**src/rtl/speed_ctrl_pkg.sv**
```systemverilog
// Shared types for the speed command driver and its settle timer.
// Speed codes, fault causes and the driver state encoding.
package speed_ctrl_pkg;

   typedef enum logic [3:0] {
      STOP   = 4'd0,
      MOVE   = 4'd1,
      TURN   = 4'd2,
      SLOW   = 4'd3,
      MEDIUM = 4'd4,
      FAST   = 4'd5,
      FASTER = 4'd6
   } speed_code_t;

   localparam logic [3:0] SPEED_MAX = 4'd6;

   typedef enum logic [2:0] {
      ERR_NONE        = 3'd0,
      ERR_BAD_TARGET  = 3'd1,
      ERR_NO_CONVERGE = 3'd2,
      ERR_BAD_FB      = 3'd3,
      ERR_WDOG        = 3'd4
   } err_code_t;

   typedef enum logic [2:0] {
      S_IDLE    = 3'd0,
      S_COMPARE = 3'd1,
      S_PULSE   = 3'd2,
      S_SETTLE  = 3'd3,
      S_DONE    = 3'd4,
      S_FAULT   = 3'd5
   } drv_state_t;

   function automatic logic code_ok(input logic [3:0] c);
      return c <= SPEED_MAX;
   endfunction

endpackage

```
**src/rtl/speed_settle_timer.sv**
```systemverilog
// Post-pulse settle timer: counts down after a pulse and exits early
// as soon as feedback moves away from the value captured at the pulse.
module speed_settle_timer
   import speed_ctrl_pkg::*;
#(
   parameter int SETTLE_CYCLES = 4
) (
   input  logic       clock,
   input  logic       reset,
   input  logic       clear,
   input  logic       load,
   input  logic       run,
   input  logic [3:0] speed_fb,
   output logic       settled
);

   localparam int CW = (SETTLE_CYCLES < 1) ? 1 : $clog2(SETTLE_CYCLES + 1);
   localparam logic [CW-1:0] LOAD_VAL = CW'(SETTLE_CYCLES);

   logic [CW-1:0] settle_cnt;
   logic [3:0]    fb_snap;

   // load on the pulse, saturating countdown while settling
   always_ff @(posedge clock) begin
      if (reset || clear) begin
         settle_cnt <= '0;
         fb_snap    <= '0;
      end else if (load) begin
         settle_cnt <= LOAD_VAL;
         fb_snap    <= speed_fb;
      end else if (run && settle_cnt != '0) begin
         settle_cnt <= settle_cnt - 1'b1;
      end
   end

   assign settled = run && ((speed_fb != fb_snap) ||
                            (settle_cnt <= CW'(1)));

endmodule

```
**src/rtl/speed_cmd_driver.sv**
```systemverilog
// Pulses accelerate/brake into the speed FSM until its feedback matches
// a requested code. Optional watchdog: SPEED_CMD_DRIVER_WATCHDOG_EN.
module speed_cmd_driver
   import speed_ctrl_pkg::*;
#(
   parameter int SETTLE_CYCLES = 4,
   parameter int MAX_PULSES    = 8,
   parameter int WDOG_CYCLES   = 64
) (
   input  logic       clock,
   input  logic       reset,
   input  logic       key_en,
   input  logic       req_valid,
   output logic       req_ready,
   input  logic [3:0] req_target,
   input  logic [3:0] speed_fb,
   output logic       keys,
   output logic       accelerate,
   output logic       brake,
   output logic       done,
   output logic       fault,
   output logic [2:0] err_code,
   input  logic       clear_fault
);

   localparam int PW = $clog2(MAX_PULSES + 1);
   localparam logic [PW-1:0] PMAX = PW'(MAX_PULSES);

   drv_state_t    state, state_n;
   err_code_t     err_pend, err_n;
   logic [3:0]    target;
   logic [PW-1:0] pulse_cnt;
   logic          dir_accel;
   logic          hs;
   logic          abort;
   logic          settled;
   logic          wdog_exp;

   assign hs    = (state == S_IDLE) && key_en && req_valid;
   assign abort = !key_en && (state != S_FAULT);

`ifdef SPEED_CMD_DRIVER_WATCHDOG_EN
   localparam int WW = $clog2(WDOG_CYCLES + 1);
   localparam logic [WW-1:0] WLOAD = WW'(WDOG_CYCLES);

   logic [WW-1:0] wdog_cnt;
   logic          wdog_act;

   assign wdog_act = (state == S_COMPARE) || (state == S_PULSE) ||
                     (state == S_SETTLE);
   assign wdog_exp = wdog_act && (wdog_cnt <= WW'(1));

   // per-request cycle budget, frozen in IDLE and FAULT
   always_ff @(posedge clock) begin
      if (reset || abort) begin
         wdog_cnt <= '0;
      end else if (hs) begin
         wdog_cnt <= WLOAD;
      end else if (state != S_IDLE && state != S_FAULT &&
                   wdog_cnt != '0) begin
         wdog_cnt <= wdog_cnt - 1'b1;
      end
   end
`else
   logic unused_wdog;
   assign unused_wdog = ^WDOG_CYCLES;
   assign wdog_exp    = 1'b0;
`endif

   speed_settle_timer #(
      .SETTLE_CYCLES(SETTLE_CYCLES)
   ) u_settle (
      .clock   (clock),
      .reset   (reset),
      .clear   (abort),
      .load    (state == S_PULSE),
      .run     (state == S_SETTLE),
      .speed_fb(speed_fb),
      .settled (settled)
   );

   // state register
   always_ff @(posedge clock) begin
      if (reset) state <= S_IDLE;
      else       state <= state_n;
   end

   // next-state and pending fault cause
   always_comb begin
      state_n = state;
      err_n   = err_pend;
      unique case (state)
         S_IDLE: begin
            if (hs) begin
               if (!code_ok(req_target)) begin
                  state_n = S_FAULT;
                  err_n   = ERR_BAD_TARGET;
               end else begin
                  state_n = S_COMPARE;
                  err_n   = ERR_NONE;
               end
            end
         end
         S_COMPARE: begin
            if (!code_ok(speed_fb)) begin
               state_n = S_FAULT;
               err_n   = ERR_BAD_FB;
            end else if (speed_fb == target) begin
               state_n = S_DONE;
            end else if (pulse_cnt == PMAX) begin
               state_n = S_FAULT;
               err_n   = ERR_NO_CONVERGE;
            end else begin
               state_n = S_PULSE;
            end
         end
         S_PULSE:  state_n = S_SETTLE;
         S_SETTLE: if (settled) state_n = S_COMPARE;
         S_DONE:   state_n = S_IDLE;
         S_FAULT: begin
            if (clear_fault) begin
               state_n = S_IDLE;
               err_n   = ERR_NONE;
            end
         end
         default:  state_n = S_IDLE;
      endcase
      if (wdog_exp) begin
         state_n = S_FAULT;
         err_n   = ERR_WDOG;
      end
      if (abort) begin
         state_n = S_IDLE;
         err_n   = ERR_NONE;
      end
   end

   // request latch, pulse count and direction
   always_ff @(posedge clock) begin
      if (reset) begin
         target    <= '0;
         pulse_cnt <= '0;
         dir_accel <= 1'b0;
         err_pend  <= ERR_NONE;
      end else begin
         err_pend <= err_n;
         if (abort) begin
            pulse_cnt <= '0;
         end else if (hs) begin
            target    <= req_target;
            pulse_cnt <= '0;
         end else if (state == S_PULSE && pulse_cnt != PMAX) begin
            pulse_cnt <= pulse_cnt + 1'b1;
         end
         if (state == S_COMPARE) dir_accel <= speed_fb < target;
      end
   end

   // key follower and sticky fault flag
   always_ff @(posedge clock) begin
      if (reset) begin
         keys     <= 1'b0;
         fault    <= 1'b0;
         err_code <= 3'd0;
      end else begin
         keys <= key_en;
         if (state == S_FAULT && !clear_fault) begin
            fault    <= 1'b1;
            err_code <= err_pend;
         end else begin
            fault    <= 1'b0;
            err_code <= 3'd0;
         end
      end
   end

   assign req_ready  = (state == S_IDLE) && key_en;
   assign accelerate = (state == S_PULSE) && dir_accel;
   assign brake      = (state == S_PULSE) && !dir_accel;
   assign done       = (state == S_DONE) && key_en;

endmodule

```
**config.mk**
```make
export PLATFORM = sky130hd
export DESIGN_NAME = speed_cmd_driver
export DESIGN_NICKNAME = d
export VERILOG_FILES = /design/src/rtl/speed_ctrl_pkg.sv /design/src/rtl/speed_settle_timer.sv /design/src/rtl/speed_cmd_driver.sv
export SDC_FILE = /design/constraint.sdc
export NUM_CORES = 1
export LEC_CHECK = 0
export ABC_AREA = 1
export CAP_MARGIN = 20
export CORE_MARGIN = 3
export CORE_UTILIZATION = 30
export CTS_CLUSTER_SIZE = 20
export DETAILED_ROUTE_END_ITERATION = 10
export SLEW_MARGIN = 5
export SYNTH_ARGS = -nofsm -noshare
export SYNTH_HDL_FRONTEND = slang
export SYNTH_HIERARCHICAL = 1
export SYNTH_SLANG_ARGS = --single-unit
```
**constraint.sdc**
```tcl
create_clock -name clock -period 1.48 [get_ports clock]
set_input_delay 0.296 -clock clock [delete_from_list [all_inputs] [get_ports clock]]
set_output_delay 0.296 -clock clock [all_outputs]
set_load 0.02 [all_outputs]
```
==> run summary, run 1 <==
Synth cell types - 26
period utilization - 99.4%
Setup Crit Path Kind - register to output port
vias in the first global route - 1327
worst clock skew - 0.00152 ns
Syn Std Cell Area - 1450 um^2
VDD IR max - 0.429 mV
crit start category - register
Post-synth EDFFs - 0
DRC viols - 0
Syn Inst Count - 218
final setup violation count - 0
syn_area_per_cell - 6.63 um^2
final wirelength - 3.30 mm
TritonRoute pass-1 iters - 4
Initial DRC Count - 32
switching pwr - 0.366 mW
crit path DAT - 1.18 ns
power per cell area - 674 nW/um^2
Hold/Removal Path Class - register to register
GP Congestion - 0.793
deepest clock path buffer count - 2
via count - 1401
H-tree Lvls - 1
required time of the worst setup path - 1.18 ns
Final Cell Area - 2030 um^2
Seq/Total Area, Yosys - 34.6%
Post-Place Worst Slack - -0.484 ns
FF+latch count, synth - 25
PortBufs - 20
Synth async-reset ratio - 0%
antenna cells - 0
dpl cell area - 1910 um^2
Row Count - 24
root buffer selected by CTS - clkbuf_8
synth top area cells - dfxtp_1 35%, nand2_1 11%, inv_1 11%
dominant cell type by area after synthesis - dfxtp_1
Overall Global Routing Usage - 12.4%
yosys warns - 6
fin. max-slew vios - 0
fmax - 680 MHz
Die W - 75.4 um
drt wl/cell - 10.3 um
Net count, final - 291
maxcap violations - 0
Int Power - 1.00 mW
Overflow after GRT - 0
I/O pin count - 22
final hold slack - 0.451 ns
post-synth top area share - 34.6%
hpwl dp - 2.61 mm
vias per inst - 4.38
clock slew at reported path FFs - 0.09 ns
Area Overhead vs Synth - 40.6%
Power Total - 1.37 mW
initial antenna violation count - 0
ANT nets after route - 0
Core ar. - 4500 um^2
status - complete, no violations
Mapped Nets - 240
Net Sw Frac - 26.7%
Clock power frac - 29.9%
worst-skew pair later-pin latency - 0.27 ns
first-pass GRT wire length - 5.43 mm
final hold viol count - 0
# fillers - 469
layout cell share with drive strength beyond 1 - 28.7%
initial core utilization - 32.1%
die height - 75.4 um
CTS Buf Count - 3
fin crit period - 1.47 ns
largest net degree at the start of global routing - 14
setup ws final - 0.00857 ns
CTS tree - done
Critical Path End Type - output port
leakage power - 1.00 nW
sequential power share - 51.0%
# clock sinks - 25
critical-path maximum fanout - 3
ys flop type - dfxtp_1
combinational share of power - 19.1%
die area - 5690 um^2
RSZ-0062 raised after global routing - yes
cell families (layout without fill, tap and decap cells):
kind of cell / count (synthesis) / after routing / synth area share, %
other: 1 / 1 / 0.259
adder cells (fa/ha/maj): 9 / 9 / 7.79
buffers and inverters: 54 / 104 / 14.4
flip-flops: 25 / 25 / 34.6
AND/OR/NAND/NOR: 94 / 94 / 29.3
AO/OA/AOI/OAI: 34 / 34 / 13.1
XOR/XNOR: 1 / 1 / 0.606
flip-flops by register name, indices dropped and copies added (netlist names):
| register | count |
|---|---|
| u_settle/settle_cnt | 3 |
| fault | 1 |
| state | 3 |
| dir_accel | 1 |
| keys | 1 |
| target | 4 |
| pulse_cnt | 4 |
| err_code | 2 |
| u_settle/fb_snap | 4 |
| err_pend | 2 |
synth_stat cells, types with 2 or more instances:
cell type,n
a21oi_1,16
dfxtp_1,25
ha_1,9
inv_1,42
inv_2,9
nand2_1,44
nand2_2,3
nand3_1,15
nand4_1,2
nor2_1,22
nor2_2,2
nor2_4,2
o21ai_0,10
o21ai_1,5
per-stage QoR:
| stage | std cells | TNS, ns | utilization, % |
|---|---|---|---|
| 2_1_floorplan | 218 | 0 | - |
| 3_5_place_dp | 315 | -5.18 | 42.3 |
| 5_1_grt | 320 | -0.658 | 45.1 |
| 3_3_place_gp | 315 | -4.89 | 42.3 |
| 6_report | 320 | 0 | 45.1 |
| 4_1_cts | 321 | -0.0486 | 44.3 |
metal layers:
metal  share of wire [%]  GRT usage, %  vias to the layer above
li1                    -             -                      767
met1                  46          14.6                      619
met2                  50          21.8                       11
met3                 2.4          3.17                        4
met4                0.88          4.27                        0
met5                   0             0                        -
critical path, cell delays in order, from the launching register on:
cell and delay (ns):
dfxtp_2 0.34, buf_6 0.12, nor2_4 0.11, nand2_2 0.08, nor2_4 0.12, buf_6 0.13
cell type report:
class	count	area, um^2	area share [%]
clock buffers	4	45.0	2.22
inverters	52	200	9.85
multi-input cells	139	801	39.4
flip-flops and latches	25	508	25.0
well taps	52	65.1	3.20
repair buffers	48	413	20.3
power by group through the flow:
stage | combinational, mW | clock [mW] | sequential [mW]
global placement | 0.249 | 0 | 0.713
global route | 0.294 | 0.468 | 0.700
detailed placement | 0.250 | 0 | 0.713
floorplan | 0.128 | 0 | 0.716
CTS | 0.257 | 0.434 | 0.698
finish | 0.262 | 0.410 | 0.698
placed cells by master (no fill, tap or decap), drive strengths merged:
master / n
nand2: 47
buf: 32
clkbuf: 4
ha: 9
inv: 51
nor2: 26
xor2: 1
nor4: 1
clkdlybuf4s50: 8
dlygate4sd2: 8
conb: 1
a21oi: 17
nand4: 2
dfxtp: 25
a31o: 1
nor3b: 1
o21ai: 16
clkinv: 1
nor3: 2
nand3: 15
repair_timing:
| item | 4_1_cts | 5_1_grt |
|---|---|---|
| hold buffers | 0 | 0 |
| pin swaps | 11 | 12 |
| buffers inserted | 2 | 0 |
| resized for setup | 46 | 16 |
| setup endpoints to repair | 16 | 15 |
path summary, 6_finish.rpt:
path	slack (ns)	depth (start not counted)	from	to
worst max-delay path	0.009	5	state[1]$_SDFFE_PP0P_	req_ready
worst max register to register	0.02	11	state[2]$_SDFFE_PP0P_	state[0]$_SDFFE_PP0P_
worst min register to register	0.45	2	err_pend[0]$_SDFFE_PP0P_	err_code[0]$_SDFF_PP0_
worst min-delay path	0.45	2	err_pend[0]$_SDFFE_PP0P_	err_code[0]$_SDFF_PP0_
Note: power is estimated with default switching activity, not from simulation.
==> run 2, diff against run 1 <==
--- a/config.mk
+++ b/config.mk
@@ -11,6 +11,7 @@
 export CORE_UTILIZATION = 30
 export CTS_CLUSTER_SIZE = 20
 export DETAILED_ROUTE_END_ITERATION = 10
+export DONT_BUFFER_PORTS = 1
 export SLEW_MARGIN = 5
 export SYNTH_ARGS = -nofsm -noshare
 export SYNTH_HDL_FRONTEND = slang
==> run 2 against run 1 <==
- the run now ends with negative setup slack left
- critical endpoint is now brake
- critical path depth unchanged
- fmax decreased by 5.0%
- largest cell class unchanged
- sequential share of layout area increased by 2.6 points
==> run summary, run 2 (synthesized netlist as in run 1, its figures left out) <==
crit start category - register
combinational share of power - 14.7% (-4.4 points)
# fillers - 472 (+0.64%)
worst-skew pair later-pin latency - 0.27 ns (about the same)
R2R setup slack - 0.02 ns (about the same)
worst clock skew - 0.00874 ns (+0.00722 ns)
PortBufs - 0 (-100%)
Clock power frac - 31.6% (+1.7 points)
DRC viols - 0 (unchanged)
sequential power share - 53.7% (+2.7 points)
setup ws final - -0.0694 ns (-0.0780 ns)
crit path DAT - 1.25 ns (+0.07 ns)
fmax - 645 MHz (-5.0%)
antenna cells - 0 (unchanged)
root buffer selected by CTS - clkbuf_8
placed insts - 280 (-11%)
Initial DRC Count - 46 (+44%)
top flop regs - pulse_cnt (4), target (4), u_settle/fb_snap (4)
period utilization - 105% (+5.3 points)
critical hold path startpoint - reset
most frequent cells in the layout - 40 x inv_1, 39 x nand2_1, 25 x buf_4
status - finished, violations left
ANT nets after route - 0 (unchanged)
Hold/Removal Path Class - primary input to register
power per cell area - 700 nW/um^2 (+3.8%)
largest net degree at the start of global routing - 14 (unchanged)
Overflow after GRT - 0 (unchanged)
switching pwr - 0.350 mW (-4.2%)
TritonRoute pass-1 iters - 4 (unchanged)
Area Overhead vs Synth - 29.1%
deepest clock path buffer count - 2 (unchanged)
via count - 1353 (-3.4%)
Die W - 75.4 um (unchanged)
die height - 75.4 um (unchanged)
layout cell share with drive strength beyond 1 - 31.3% (+2.6 points)
required time of the worst setup path - 1.18 ns (about the same)
failing checks - negative setup slack
final setup violation count - 4 (+4)
R2R cell count - 10 (-1)
Critical Path End Type - output port
die area - 5690 um^2 (unchanged)
initial core utilization - 32.1% (unchanged)
final wirelength - 3.40 mm (+2.9%)
commonest non-fill, non-tap cell in the layout - inv_1
Worst Hold Depth - 1 (-1)
Core ar. - 4500 um^2 (unchanged)
final hold viol count - 0 (unchanged)
drt wl/cell - 11.3 um (+9.4%)
H-tree Lvls - 1 (unchanged)
maxcap violations - 0 (unchanged)
worst flop-to-flop path startpoint - state[0]$_SDFFE_PP0P_
clock slew at reported path FFs - 0.09 ns (about the same)
FF-to-FF End - state[1]$_SDFFE_PP0P_
CTS Buf Count - 3 (unchanged)
vias per inst - 4.50 (+2.7%)
RSZ-0062 raised after global routing - yes
# clock sinks - 25 (unchanged)
Non-Filler Instances - 301 (-5.9%)
CTS tree - done
fin. max-slew vios - 0 (unchanged)
VDD IR max - 0.523 mV (+22%)
Net Sw Frac - 26.8% (+0.12 points)
CTS Hold Buffers Added - 0 (unchanged)
fin crit period - 1.55 ns (+0.0780 ns)
vias in the first global route - 1270 (-4.3%)
initial antenna violation count - 0 (unchanged)
Overall Global Routing Usage - 12.7% (+0.31 points)
leakage power - 0.894 nW (-11%)
hpwl dp - 2.47 mm (-5.1%)
critical-path maximum fanout - 4 (+1)
I/O pin count - 22 (unchanged)
Row Count - 24 (unchanged)
Setup Crit Path Kind - register to output port
GP Congestion - 0.754 (-4.9%)
first-pass GRT wire length - 5.58 mm (+2.7%)
Power Total - 1.31 mW (-4.7%)
Net count, final - 272 (-6.5%)
Int Power - 0.955 mW (-4.8%)
hold worst-path end - keys$_SDFF_PP0_
run 2: changes by cell type in the layout (fill, tap and decap cells not counted), sizes merged:
| cell | before | now |
|---|---|---|
| clkdlybuf4s50 | 8 | 0 |
| dlygate4sd2 | 8 | 0 |
| inv | 51 | 52 |
| clkinv | 1 | 0 |
| buf | 32 | 29 |
run 2: per-layer routing:
metal / share of wire, % / wire, um / GRT usage, %
met1: 44 / 1490 / 15.7
met5: 0 / 0 / 0
met3: 3.9 / 133 / 3.30
met2: 51 / 1720 / 21.9
met4: 1.6 / 56 / 3.50
run 2: metrics by stage:
stage | TNS [ns] | util (%) | setup slack [ns] | instance area, um^2 | hold WS [ns]
2_1_floorplan | 0 | - | 0.0700 | 1450 | 0.365
3_3_place_gp | -0.209 | 35.4 | -0.0849 | 1590 | 0.371
3_5_place_dp | -0.203 | 35.4 | -0.0843 | 1590 | 0.372
4_1_cts | -0.136 | 38.5 | -0.0513 | 1730 | 0.0744
5_1_grt | -0.594 | 41.4 | -0.130 | 1870 | 0.0609
6_report | -0.139 | 41.4 | -0.0694 | 1870 | 0.0791
run 2: cell type report:
class | instances | area [um^2] | share of cell area (%)
Clock buffer | 4 | 45.0 | 2.41
Tap cell | 52 | 65.1 | 3.49
Inverter | 52 | 198 | 10.6
Sequential cell | 25 | 514 | 27.6
Multi-Input combinational cell | 139 | 811 | 43.5
Timing Repair Buffer | 29 | 233 | 12.5
run 2: critical path, cell delays in order (launching register included):
cell and delay, ns:
dfxtp_2 0.36, buf_6 0.12, nor3_4 0.17, inv_2 0.09, nor2_2 0.10, buf_4 0.14
run 2: worst max path at each step:
stage,start,endpoint,slack [ns]
after floorplan,state[0]$_SDFFE_PP0P_,state[0]$_SDFFE_PP0P_,0.07
after global placement,u_settle/settle_cnt[1]$_SDFFE_PP0P_,state[0]$_SDFFE_PP0P_,-0.08
after detailed placement,u_settle/settle_cnt[1]$_SDFFE_PP0P_,state[0]$_SDFFE_PP0P_,-0.08
after CTS,state[1]$_SDFFE_PP0P_,brake,-0.05
after global routing,state[1]$_SDFFE_PP0P_,brake,-0.13
final,state[0]$_SDFFE_PP0P_,brake,-0.07
run 2: power groups by stage:
stage	logic [mW]	registers [mW]	clock network (mW)
floorplan	0.128	0.716	0
global placement	0.162	0.717	0
detailed placement	0.164	0.718	0
CTS	0.173	0.700	0.433
global route	0.220	0.703	0.464
finish	0.192	0.701	0.413
run 2: what timing repair did:
action | CTS | global route
setup buffers | 9 | 9
setup endpoints to repair | 7 | 16
pin swaps | 4 | 11
resized for setup | 12 | 25
gates cloned | 0 | 0
==> run 3, diff against run 2 <==
==> constraint.sdc (replaced) <==
create_clock -name clock -period 1.8 [get_ports clock]
set_input_delay 0.36 -clock clock [delete_from_list [all_inputs] [get_ports clock]]
set_output_delay 0.36 -clock clock [all_outputs]
set_load 0.02 [all_outputs]
==> run 3 against run 2 <==
- the flow now finishes without violations
- combinational power down 33%
- global-route usage down 1.3 points
- power down 20%
- clock-buffer cell count down 1
- sequential share of layout area up 4.0 points
- largest cell class unchanged
==> run summary, run 3 (synthesized netlist as in run 1, its figures left out) <==
first-pass GRT wire length - 4.96 mm (-11%)
GRT met3 Usage - 2.11% (-1.2 points)
Worst path top cell family by delay - flip-flops
WP buf/inv - 2 (-1)
Power Total - 1.05 mW (-20%)
deepest clock path buffer count - 2 (unchanged)
Overall Global Routing Usage - 11.4% (-1.3 points)
Setup Crit Path Kind - register to output port
drt wl/cell - 10.6 um (-6.5%)
fmax - 594 MHz
final hold slack - 0.141 ns (+0.0618 ns)
ANT nets after route - 0 (unchanged)
initial antenna violation count - 0 (unchanged)
leakage power - 0.760 nW (-15%)
TritonRoute pass-1 iters - 4 (unchanged)
die height - 75.4 um (unchanged)
Post-Place Worst Slack - 0.252 ns (+0.336 ns)
final setup violation count - 0 (-4)
period utilization - 93.6%
CTS Buf Count - 3 (unchanged)
most frequent cells in the layout - 44 x nand2_1, 42 x inv_1, 25 x dfxtp_1
Levels on crit path - 3 (-2)
Area Overhead vs Synth - 9.78%
crit start category - register
setup ws final - 0.115 ns (+0.185 ns)
Post-CTS Setup Repair Bufs - 0 (-9)
DRC viols - 0 (unchanged)
Hold/Removal Path Class - primary input to register
fin crit period - 1.68 ns
R2R cell count - 12 (+2)
Seq. cell area - 500 um^2 (-2.7%)
PortBufs - 0 (unchanged)
CTS Hold Buffers Added - 0 (unchanged)
Core ar. - 4500 um^2 (unchanged)
Row Count - 24 (unchanged)
clock slew at reported path FFs - 0.09 ns (about the same)
met1 usage in global routing - 14.1% (-1.6 points)
Net count, final - 248 (-8.8%)
maxcap violations - 0 (unchanged)
VDD IR max - 0.230 mV (-56%)
worst clock skew - 0.0130 ns (+0.00423 ns)
Core Util, Final - 35.2% (-6.2 points)
most used routing layer - met2
hpwl dp - 2.38 mm (-3.6%)
H-tree Lvls - 1 (unchanged)
power per cell area - 659 nW/um^2 (-5.8%)
worst-skew pair later-pin latency - 0.28 ns (about the same)
setup TNS - 0 ns (+0.139 ns)
CTS tree - done
met2 Use GR - 19.8% (-2.1 points)
initial core utilization - 32.1% (unchanged)
Die W - 75.4 um (unchanged)
status - complete, no violations
final hold viol count - 0 (unchanged)
Critical Path End Type - output port
die area - 5690 um^2 (unchanged)
required time of the worst setup path - 1.44 ns (+0.26 ns)
final wirelength - 2.93 mm (-14%)
Worst Hold Depth - 1 (unchanged)
CP Cell Sequence - inv_2, nor4_1, buf_4
largest net degree at the start of global routing - 15 (+1)
crit path DAT - 1.32 ns (+0.07 ns)
vias in the first global route - 1143 (-10%)
Initial DRC Count - 42 (-8.7%)
CP max-delay cell - dfxtp_1
layout cell share with drive strength beyond 1 - 13.8% (-18 points)
fin. max-slew vios - 0 (unchanged)
RSZ-0062 raised after global routing - no
via count - 1248 (-7.8%)
CP max stage delay - 0.53 ns (+0.17 ns)
# clock sinks - 25 (unchanged)
root buffer selected by CTS - clkbuf_8
I/O pin count - 22 (unchanged)
top flop regs - pulse_cnt (4), target (4), u_settle/fb_snap (4)
GP Congestion - 0.847 (+12%)
area of the multi-input gates - 742 um^2 (-8.5%)
antenna cells - 0 (unchanged)
critical-path maximum fanout - 7 (+3)
Overflow after GRT - 0 (unchanged)
commonest non-fill, non-tap cell in the layout - nand2_1
vias per inst - 4.51 (+0.23%)
# fillers - 483 (+2.3%)
number of gates resized after CTS - 0 (-12)
run 3: changes by cell type in the layout (fill, tap and decap cells not counted), sizes merged:
cell	previous run	this run
clkbuf	4	3
inv	52	51
buf	29	5
clkinv	0	2
run 3: final timing paths:
path	start	endpoint	slack [ns]
worst max-delay path	state[2]$_SDFFE_PP0P_	done	0.12
worst min-delay path	reset	target[0]$_SDFFE_PP0P_	0.14
worst max register to register	u_settle/settle_cnt[1]$_SDFFE_PP0P_	state[0]$_SDFFE_PP0P_	0.25
worst min register to register	err_pend[1]$_SDFFE_PP0P_	err_code[1]$_SDFF_PP0_	0.45
run 3: worst reg2reg max path, delay by kind of cell, from the launching register on:
family,cells,cell delay (ns)
compound gates,2,0.22
simple gates,6,0.53
fa+ha+maj,1,0.18
buf+inv,3,0.16
flops,1,0.35
run 3: metrics by stage:
step | instances | cell area, um^2
after floorplan | 218 | 1450
after global placement | 273 | 1540
after detailed placement | 273 | 1540
after CTS | 277 | 1580
after global routing | 277 | 1590
final | 277 | 1590
run 3: layout make-up:
type / instances / share of cell area [%]
Clock buffer: 3 / 2.60
Clock inverter: 1 / 0.315
Inverter: 52 / 12.3
Multi-Input combinational cell: 139 / 46.8
Sequential cell: 25 / 31.5
Tap cell: 52 / 4.10
Timing Repair Buffer: 5 / 2.37
run 3: where the power goes:
| group | leakage (nW) | internal, mW | switching (mW) | total, mW |
|---|---|---|---|---|
| sequential | 0.203 | 0.567 | 0.00991 | 0.577 |
| combinational | 0.532 | 0.0454 | 0.0838 | 0.129 |
| clock | 0.0255 | 0.155 | 0.184 | 0.340 |
| total | 0.760 | 0.768 | 0.278 | 1.05 |
run 3: routing by layer:
metal	wire length [um]	part of all wire [%]
met1	1360	47
met3	83	2.8
met2	1430	49
met4	45	1.5
met5	0	0
